`config.mk`:
```
export PLATFORM = sky130hd
export DESIGN_NAME = scd_shift_ctl
export DESIGN_NICKNAME = d
export VERILOG_FILES = /design/src/rtl/kl10_scd_pkg.sv /design/src/rtl/sc_mag_clamp.sv /design/src/rtl/scd_shift_ctl.sv
export SDC_FILE = /design/constraint.sdc
export NUM_CORES = 1
export LEC_CHECK = 0
export ABC_AREA = 1
export BUFFER_PORTS_ARGS = -buffer_cell sky130_fd_sc_hd__buf_2
export CORE_ASPECT_RATIO = 0.75
export CORE_UTILIZATION = 35
export CTS_CLUSTER_DIAMETER = 40
export DETAILED_ROUTE_END_ITERATION = 10
export HOLD_SLACK_MARGIN = 0.05
export PLACE_DENSITY = 0.6
export SLEW_MARGIN = 40
export SYNTH_ARGS = -nofsm -noshare
export SYNTH_HDL_FRONTEND = slang
export SYNTH_HIERARCHICAL = 1
export SYNTH_SLANG_ARGS = --single-unit
```
`constraint.sdc`:
```
create_clock -name clk -period 8.45 [get_ports clk]
set_clock_uncertainty 0.2 [all_clocks]
set_input_delay 0.4225 -clock clk [delete_from_list [all_inputs] [get_ports clk]]
set_output_delay 0.4225 -clock clk [all_outputs]
set_load 0.05 [all_outputs]
```
`src/rtl/kl10_scd_pkg.sv`:
```
// Shared definitions for the KL10-style shift/normalize step controller.
// Holds the FSM encoding, the shift-count width and the operand-length limits.
package kl10_scd_pkg;

  localparam int SC_W  = 10;
  localparam int MAG_W = SC_W + 1;   // one extra bit so |-512| is representable

  localparam int LIMIT_SINGLE = 36;
  localparam int LIMIT_DOUBLE = 72;

  typedef logic [0:SC_W-1]  sc_t;
  typedef logic [0:MAG_W-1] mag_t;

  typedef enum logic [1:0] {
    S_IDLE  = 2'd0,
    S_LOAD  = 2'd1,
    S_SHIFT = 2'd2,
    S_FIN   = 2'd3
  } state_t;

  function automatic sc_t limit_for(input logic dbl);
    return dbl ? sc_t'(LIMIT_DOUBLE) : sc_t'(LIMIT_SINGLE);
  endfunction

endpackage

```
`src/rtl/sc_mag_clamp.sv`:
```
// Combinational count preparation: direction from the sign, magnitude of the
// signed count, and clamping to the operand length.
module sc_mag_clamp
  import kl10_scd_pkg::*;
(
  input  logic            count_sign_ok,
  input  sc_t             count,
  input  logic            dbl,
  output logic            left,
  output sc_t             sc_load,
  output logic            sat
);

  mag_t ext;
  mag_t mag;
  sc_t  limit;

  // NOTE: every signal assigned in always_comb gets a value on every path,
  // otherwise synthesis infers a latch to hold the old value.
  always_comb begin
    ext     = {count[0], count};
    mag     = count[0] ? mag_t'(-ext) : ext;
    limit   = limit_for(dbl);
    left    = ~count[0] & count_sign_ok;
    sat     = 1'b0;
    sc_load = sc_t'(mag);
    if (mag > {1'b0, limit}) begin
      sat     = 1'b1;
      sc_load = limit;
    end
  end

endmodule

```
`src/rtl/scd_shift_ctl.sv`:
```
// Shift-count step controller: loads a clamped shift magnitude, then emits one
// STEP per cycle until the count is exhausted, finishing with a DONE pulse.
module scd_shift_ctl
  import kl10_scd_pkg::*;
(
  input  logic        clk,
  input  logic        RESET,
  input  logic        START,
  input  logic [0:9]  COUNT,
  input  logic        DOUBLE,
  input  logic        ABORT,
  output logic        BUSY,
  output logic        STEP,
  output logic        LEFT,
  output logic [0:9]  SC,
  output logic        SAT,
  output logic        DONE
);

  state_t state_q;
  state_t state_d;

  sc_t    count_q;
  logic   dbl_q;

  logic   left_load;
  sc_t    sc_load;
  logic   sat_load;

  sc_mag_clamp u_clamp (
    .count_sign_ok (1'b1),
    .count         (count_q),
    .dbl           (dbl_q),
    .left          (left_load),
    .sc_load       (sc_load),
    .sat           (sat_load)
  );

  // NOTE: sequential state uses non-blocking assignments so every register
  // samples the pre-edge values regardless of statement order.
  always_ff @(posedge clk) begin
    if (RESET) state_q <= S_IDLE;
    else       state_q <= state_d;
  end

  always_comb begin
    state_d = state_q;
    if (ABORT) begin
      state_d = S_IDLE;
    end else begin
      unique case (state_q)
        S_IDLE:  if (START) state_d = S_LOAD;
        S_LOAD:  state_d = (sc_load == '0) ? S_FIN : S_SHIFT;
        S_SHIFT: if (SC == sc_t'(1)) state_d = S_FIN;
        S_FIN:   state_d = S_IDLE;
        default: state_d = S_IDLE;
      endcase
    end
  end

  always_comb begin
    BUSY = (state_q != S_IDLE);
    STEP = (state_q == S_SHIFT);
    DONE = (state_q == S_FIN);
  end

  // Captured operand and the step counter; LEFT/SAT only change at LOAD.
  always_ff @(posedge clk) begin
    if (RESET) begin
      count_q <= '0;
      dbl_q   <= 1'b0;
      SC      <= '0;
      LEFT    <= 1'b0;
      SAT     <= 1'b0;
    end else if (ABORT) begin
      SC      <= '0;
    end else begin
      unique case (state_q)
        S_IDLE: begin
          if (START) begin
            count_q <= COUNT;
            dbl_q   <= DOUBLE;
          end
        end
        S_LOAD: begin
          SC   <= sc_load;
          LEFT <= left_load;
          SAT  <= sat_load;
        end
        S_SHIFT: begin
          if (SC != '0) SC <= SC - sc_t'(1);
        end
        default: ;
      endcase
    end
  end

endmodule

```
==> impl_metrics.tcl, run 1 <==
set metrics [dict create \
    initial_antenna_violation_count 0 \
    area.growth.synth_to_final_pct 11.9 \
    path_class "flop to flop" \
    ioPinCount 30 \
    cts.clk_slew.worst_paths_ps 100 \
    clock-sinks 25 \
    cts_tree "done" \
    slowest_stage "dfxtp_1" \
    setup-violations-final 0 \
    grt_first_pass_wirelength_mm 7.77 \
    drt_pre_antenna_iters 4 \
    detail_route.iter0.violations 126 \
    design_area_mm2 0.00226 \
    worstSkewPairLatency_ps 280 \
    ys_seq_elements 25 \
    place.detailed.hpwl_mm 3.54 \
    synth.largest_area_cell "dfxtp_1" \
    worst_path_most_repeated_cell "nand2_1" \
    synthTopCellsByArea "dfxtp_1 (25%), nand2_1 (16%), ha_1 (6.8%)" \
    track_usage_pct 16.0 \
    vias 1915 \
    crit_required_ps 8470 \
    critical_path_destination "state_q[0]$_SDFFE_PP0P_" \
    grt_setup_unrepaired "false" \
    crit_chain "inv_1, or2_2, xor2_1, inv_1, ha_1, nand3_1, o21ai_1, nand2_2, nor2_8, nand3_4, nand2_2, nand2_1, nor2_1, nand2_1, nor2_1, nand2_1, nand3_1, nand2_1, a21oi_1" \
    max_cap_violations 0 \
    drt.antenna.violating_nets 0 \
    critical_path.startpoint "count_q[9]$_SDFFE_PP0P_" \
    synth.top_cells.by_count "nand2_1 (87), inv_1 (32), nor2_1 (30), dfxtp_1 (25), a21oi_1 (23)" \
    initial_core_util_pct 37.2 \
    yosysUniqueCellTypes 36 \
    cp_slowest_stage_delay_ps 640 \
    core_mm2 0.00544 \
    result_of_the_run "finished, final reports clean" \
    via_count_of_the_first_global_routing_pass 1723 \
    setup.worst_path.end_class "flop" \
    num-nets-final 365 \
    number_of_buffers_created_by_cts 3 \
    power-per-cell-area_mw_per_mm2 133 \
    drt-vias-per-instance 4.64 \
    post_route_drc 0 \
    async_flop_share_pct 0 \
    critical_path.startpoint_type "flop" \
    total_power_uw 300 \
    finalWirelength_mm 4.45 \
    synth_ff_type "dfxtp_1" \
    multiInputGateArea_mm2 0.00131 \
    dominant_cell_by_count_in_the_synthesized_netlist "nand2_1" \
    setup_tns_ps 0 \
    worst_slew_pin_slew_ps 527 \
    final_hold_vio_count 0 \
    r2r_cells 19 \
    crit_fanout 13 \
    maximum_number_of_pins_on_one_net_before_global_route_repair 19 \
    final_cell_count_no_fill 413 \
    mappedNetlistArea_mm2 0.00202 \
    antenna-diode-count 0 \
    routabilityCongestion 0.838 \
    nFillCells 572 \
    final_max_slew_viol_count 0 \
    r2r_start "count_q[9]$_SDFFE_PP0P_" \
    worstReg2RegEnd "state_q[0]$_SDFFE_PP0P_" \
    synth.yosys.seq_area_share_pct 24.8 \
    design.die.area_mm2 0.00608 \
    syn_avg_cell_area_um2 6.48 \
    post_synth_inst_count 312 \
    dieWidth_um 89.7 \
    number_of_instances_in_the_placed_design 409 \
    ys_warn_count 6 \
    dp_worst_slack_ps 5330 \
    routedWlPerCell_um 10.8 \
    final_core_utilization_pct 41.6 \
    clock_tree.htree_level_count 1 \
    hold_path_class "primary input to flop" \
    cts_root_buf "clkbuf_8" \
    seq_area_um2 500 \
    globalRoute.totalOverflow 0 \
    arrival_ps 3150 \
    placedInstanceArea_mm2 0.00221 \
    final.min_clock_period_ps 3130 \
    fmaxAchievable_ghz 0.319 \
    postCtsSetupRepairBufs 0 \
    setup_ws_ps 5320 \
    hold-worst-slack_ps 181 \
    worst_reg2reg_setup_slack_ps 5320 \
    cts.repair.resized 0 \
    post_cts_hold_buffer_count 0 \
    fp.dieH_um 67.8 \
    layout-drive-gt1-share_pct 23.7 \
    relSlewSlack_pct 64.9 \
    number_of_synthesized_flops_with_an_enable_pin 0 \
    static_power_due_to_leakage_nw 1.11 \
    placement.io_buffers 29 \
    ctsLongestPathBuffers 2 \
    rows 23 \
    synth.top_cell.area_share_pct 24.8 \
    layout_worst_path_cycle_share_pct 37.1 \
    worst_ir_drop_vdd_mv 0.0565 \
]
==> power by group <==
part	leakage (nW)	switching (mW)	internal [mW]	total, mW
Clock	0.0261	0.0435	0.0347	0.0782
Combinational	0.885	0.0611	0.0322	0.0933
Sequential	0.203	0.00591	0.122	0.128
Total	1.11	0.111	0.189	0.300
==> registers in the layout, summed over array words and instances, names as in the netlist <==
name,flops
LEFT,1
count_q,10
SAT,1
SC,10
state_q,2
dbl_q,1
==> kinds of logic after synthesis <==
family	synth area share, %
flops	24.8
simple gates	43.8
xor+xnor	1.30
fa+ha+maj	6.81
other cells	0.372
compound gates	11.8
buf+inv	11.1
==> critical path, delay by kind of cell, from the launching register on <==
| kind | cells | cell delay [ps] |
|---|---|---|
| AND/OR/NAND/NOR | 13 | 1360 |
| flip-flops | 1 | 640 |
| XOR/XNOR | 1 | 170 |
| AO/OA/AOI/OAI | 2 | 270 |
| buffers and inverters | 2 | 170 |
| adder cells (fa/ha/maj) | 1 | 270 |
==> area by class of cell <==
cell class	instances	area share (%)
Inverter	42	7.30
Tap cell	75	4.15
Clock inverter	1	0.387
Multi-Input combinational cell	238	57.8
Sequential cell	25	22.1
Timing Repair Buffer	29	6.42
Clock buffer	3	1.83
==> layout by cell type, fill, tap and decap left out, types with 4 or more instances in the layout <==
cell / instances
dfxtp_1: 25
inv_1: 32
buf_2: 29
nor2_2: 7
nand2_1: 87
inv_2: 9
nand3_1: 18
o21ai_0: 15
nand2_4: 4
ha_1: 11
nor2_4: 4
a21oi_1: 23
nand4_1: 5
nor2_1: 29
nand2_2: 10
conb_1: 4
==> worst min-delay path by stage <==
stage / start / to / cells past startpoint
finish: COUNT[3] / count_q[6]$_SDFFE_PP0P_ / 3
global route: COUNT[8] / count_q[1]$_SDFFE_PP0P_ / 3
CTS: COUNT[3] / count_q[6]$_SDFFE_PP0P_ / 3
detailed placement: SAT$_SDFFE_PP0P_ / SAT$_SDFFE_PP0P_ / 2
global placement: LEFT$_SDFFE_PP0P_ / LEFT$_SDFFE_PP0P_ / 2
floorplan: count_q[0]$_SDFFE_PP0P_ / count_q[0]$_SDFFE_PP0P_ / 2
==> routing by layer <==
layer  wire length [um]  GRT usage, %  part of all wire (%)
met5                  0             0                     0
met2               1730          25.3                    39
met3                215          3.15                   4.8
met4                 22          2.66                  0.49
met1               2480          22.7                    56
Power figures use the tool's default switching activity.
==> run 2: changes to the inputs <==
--- a/config.mk
+++ b/config.mk
@@ -12,7 +12,7 @@
 export CTS_CLUSTER_DIAMETER = 40
 export DETAILED_ROUTE_END_ITERATION = 10
 export HOLD_SLACK_MARGIN = 0.05
-export PLACE_DENSITY = 0.6
+export PLACE_DENSITY = 0.62
 export SLEW_MARGIN = 40
 export SYNTH_ARGS = -nofsm -noshare
 export SYNTH_HDL_FRONTEND = slang
==> constraint.sdc (replaced) <==
create_clock -name clk -period 2.84 [get_ports clk]
set_clock_uncertainty 0.2 [all_clocks]
set_input_delay 0.142 -clock clk [delete_from_list [all_inputs] [get_ports clk]]
set_output_delay 0.142 -clock clk [all_outputs]
set_load 0.05 [all_outputs]
==> impl_metrics.tcl, run 2 (synthesis gave the netlist of run 1 again) <==
set metrics [dict create \
    r2r_cells 21 \
    r2r_start "count_q[0]$_SDFFE_PP0P_" \
    met2_routing_resource_usage_after_global_routing_pct 30.7 \
    result_of_the_run "finished, final reports clean" \
    worst_reg2reg_setup_slack_ps 7 \
    layout_top_registers "SC: 10 flops, count_q: 10 flops, state_q: 2 flops" \
    power-per-cell-area_mw_per_mm2 365 \
    layout_worst_path_cycle_share_pct 99.7 \
    drt_pre_antenna_iters 4 \
    final_max_slew_viol_count 0 \
    cp_slowest_stage_delay_ps 350 \
    ioPinCount 30 \
    fmaxAchievable_ghz 0.353 \
    worst_path_most_repeated_cell "nand2_1" \
    dieWidth_um 89.7 \
    drt.antenna.violating_nets 0 \
    fp.dieH_um 67.8 \
    hold_start "START" \
    max_cap_violations 0 \
    final.min_clock_period_ps 2830 \
    critical_path.startpoint_type "flop" \
    worstSkewPairLatency_ps 290 \
    worstReg2RegEnd "state_q[0]$_SDFFE_PP0P_" \
    placement.io_buffers 29 \
    number_of_buffers_created_by_cts 3 \
    worst_slew_pin_slew_ps 514 \
    grt_setup_unrepaired "true" \
    vias 2123 \
    routedWlPerCell_um 11.7 \
    grt_busiest_layer "met2" \
    setup_ws_ps 7.33 \
    timing.hold.worst_path_depth 5 \
    grt_first_pass_wirelength_mm 8.77 \
    final_hold_vio_count 0 \
    finalWirelength_mm 5.33 \
    antenna-diode-count 0 \
    layout.cells.most_common "nand2_1" \
    worst_ir_drop_vdd_mv 0.185 \
    cts_root_buf "clkbuf_8" \
    setup-violations-final 0 \
    via_count_of_the_first_global_routing_pass 1940 \
    layout-drive-gt1-share_pct 31.6 \
    dp_worst_slack_ps -63.9 \
    area.growth.synth_to_final_pct 38.0 \
    rows 23 \
    final_cell_count_no_fill 455 \
    number_of_instances_in_the_placed_design 422 \
    num-nets-final 407 \
    crit_fanout 5 \
    core_mm2 0.00544 \
    clock-sinks 25 \
    crit_chain "inv_2, buf_4, nand2_1, nand2_2, xor2_2, ha_1, inv_1, nor2_1, o21ai_1, nand3_2, nand2_4, nand3_4, nand2_4, nand2_4, nor2_2, nand2_1, nor2_2, nand2_1, nand3_1, nand2_1, a21oi_1" \
    ctsLongestPathBuffers 2 \
    hold_path_end "state_q[1]$_SDFFE_PP0P_" \
    design_area_mm2 0.00279 \
    drt-vias-per-instance 4.67 \
    grt.met1_usage_pct 24.6 \
    hold_path_class "primary input to flop" \
    initial_core_util_pct 37.2 \
    cts_tree "done" \
    track_usage_pct 17.9 \
    most_used_cells_in_the_layout_excluding_fill_and_tap_cells "nand2_1 (79), inv_1 (30), buf_2 (29), nor2_1 (26), dlygate4sd3_1 (24)" \
    static_power_due_to_leakage_nw 1.37 \
    path_class "flop to flop" \
    initial_antenna_violation_count 0 \
    crit_required_ps 2860 \
    global_route.usage.met3_pct 2.70 \
    detail_route.iter0.violations 144 \
    globalRoute.totalOverflow 0 \
    arrival_ps 2860 \
    routabilityCongestion 0.840 \
    hold-worst-slack_ps 73.2 \
    clock_tree.htree_level_count 1 \
    place.detailed.hpwl_mm 3.73 \
    setup.worst_path.end_class "flop" \
    relSlewSlack_pct 65.6 \
    post_route_drc 0 \
    placedInstanceArea_mm2 0.00231 \
    cts.clk_slew.worst_paths_ps 110 \
    slowest_stage "dfxtp_2" \
    maximum_number_of_pins_on_one_net_before_global_route_repair 19 \
    design.die.area_mm2 0.00608 \
]
run 2: changes by cell type in the layout (fill, tap and decap cells not counted), sizes merged:
cell / previous run / this run
buf: 29 / 47
dlygate4sd3: 0 / 24
run 2: power by group:
part / internal [mW] / total (mW) / leakage [nW] / switching [mW]
Combinational: 0.170 / 0.396 / 1.14 / 0.226
Sequential: 0.364 / 0.380 / 0.204 / 0.0157
Clock: 0.103 / 0.241 / 0.0261 / 0.138
run 2: layer usage:
metal / part of all wire, % / routed length [um]
met3: 3.9 / 206
met5: 0 / 0
met4: 0.64 / 34
met2: 44 / 2370
met1: 51 / 2720
run 2: timing repair:
item / 4_1_cts / 5_1_grt
gates resized for setup: 6 / 30
hold buffers: 24 / 0
setup buffers: 1 / 4
setup endpoints to repair: 5 / 8
pin swaps: 7 / 23
hold endpoints to repair: 14 / 0
run 2: worst max-delay path by stage:
stage / from / end / cells after the start / slack [ps]
after floorplan: count_q[1]$_SDFFE_PP0P_ / state_q[0]$_SDFFE_PP0P_ / 20 / 20
after global placement: count_q[0]$_SDFFE_PP0P_ / state_q[0]$_SDFFE_PP0P_ / 20 / 8
after detailed placement: count_q[0]$_SDFFE_PP0P_ / state_q[0]$_SDFFE_PP0P_ / 20 / -60
after CTS: count_q[1]$_SDFFE_PP0P_ / state_q[0]$_SDFFE_PP0P_ / 20 / 1
after global routing: count_q[1]$_SDFFE_PP0P_ / state_q[0]$_SDFFE_PP0P_ / 20 / -200
final: count_q[0]$_SDFFE_PP0P_ / state_q[0]$_SDFFE_PP0P_ / 21 / 7
run 2: layout make-up:
cell class                 count  area [um2]
sequential                    25         503
clock inverter                 1        8.76
inverter                      42         165
fill                         527        2650
tap                           75        93.8
clock buffer                   3        41.3
timing repair buffer          71         524
multi-input combinational    238        1450
run 2: worst max-delay path: cells and delay by family, from the launching register on:
kind,cells,cell delay (ps)
AND/OR/NAND/NOR,14,1150
flip-flops,1,350
adder cells (fa/ha/maj),1,350
AO/OA/AOI/OAI,2,290
buffers and inverters,3,260
XOR/XNOR,1,160
run 2: through the flow:
stage | util (%) | power (mW) | TNS (ps)
finish | 51.3 | 1.02 | 0
global route | 51.3 | 1.08 | -856
CTS | 48.4 | 0.972 | 0
detailed placement | 42.4 | 0.699 | -118
global placement | 42.4 | 0.696 | 0
floorplan | - | 0.615 | 0
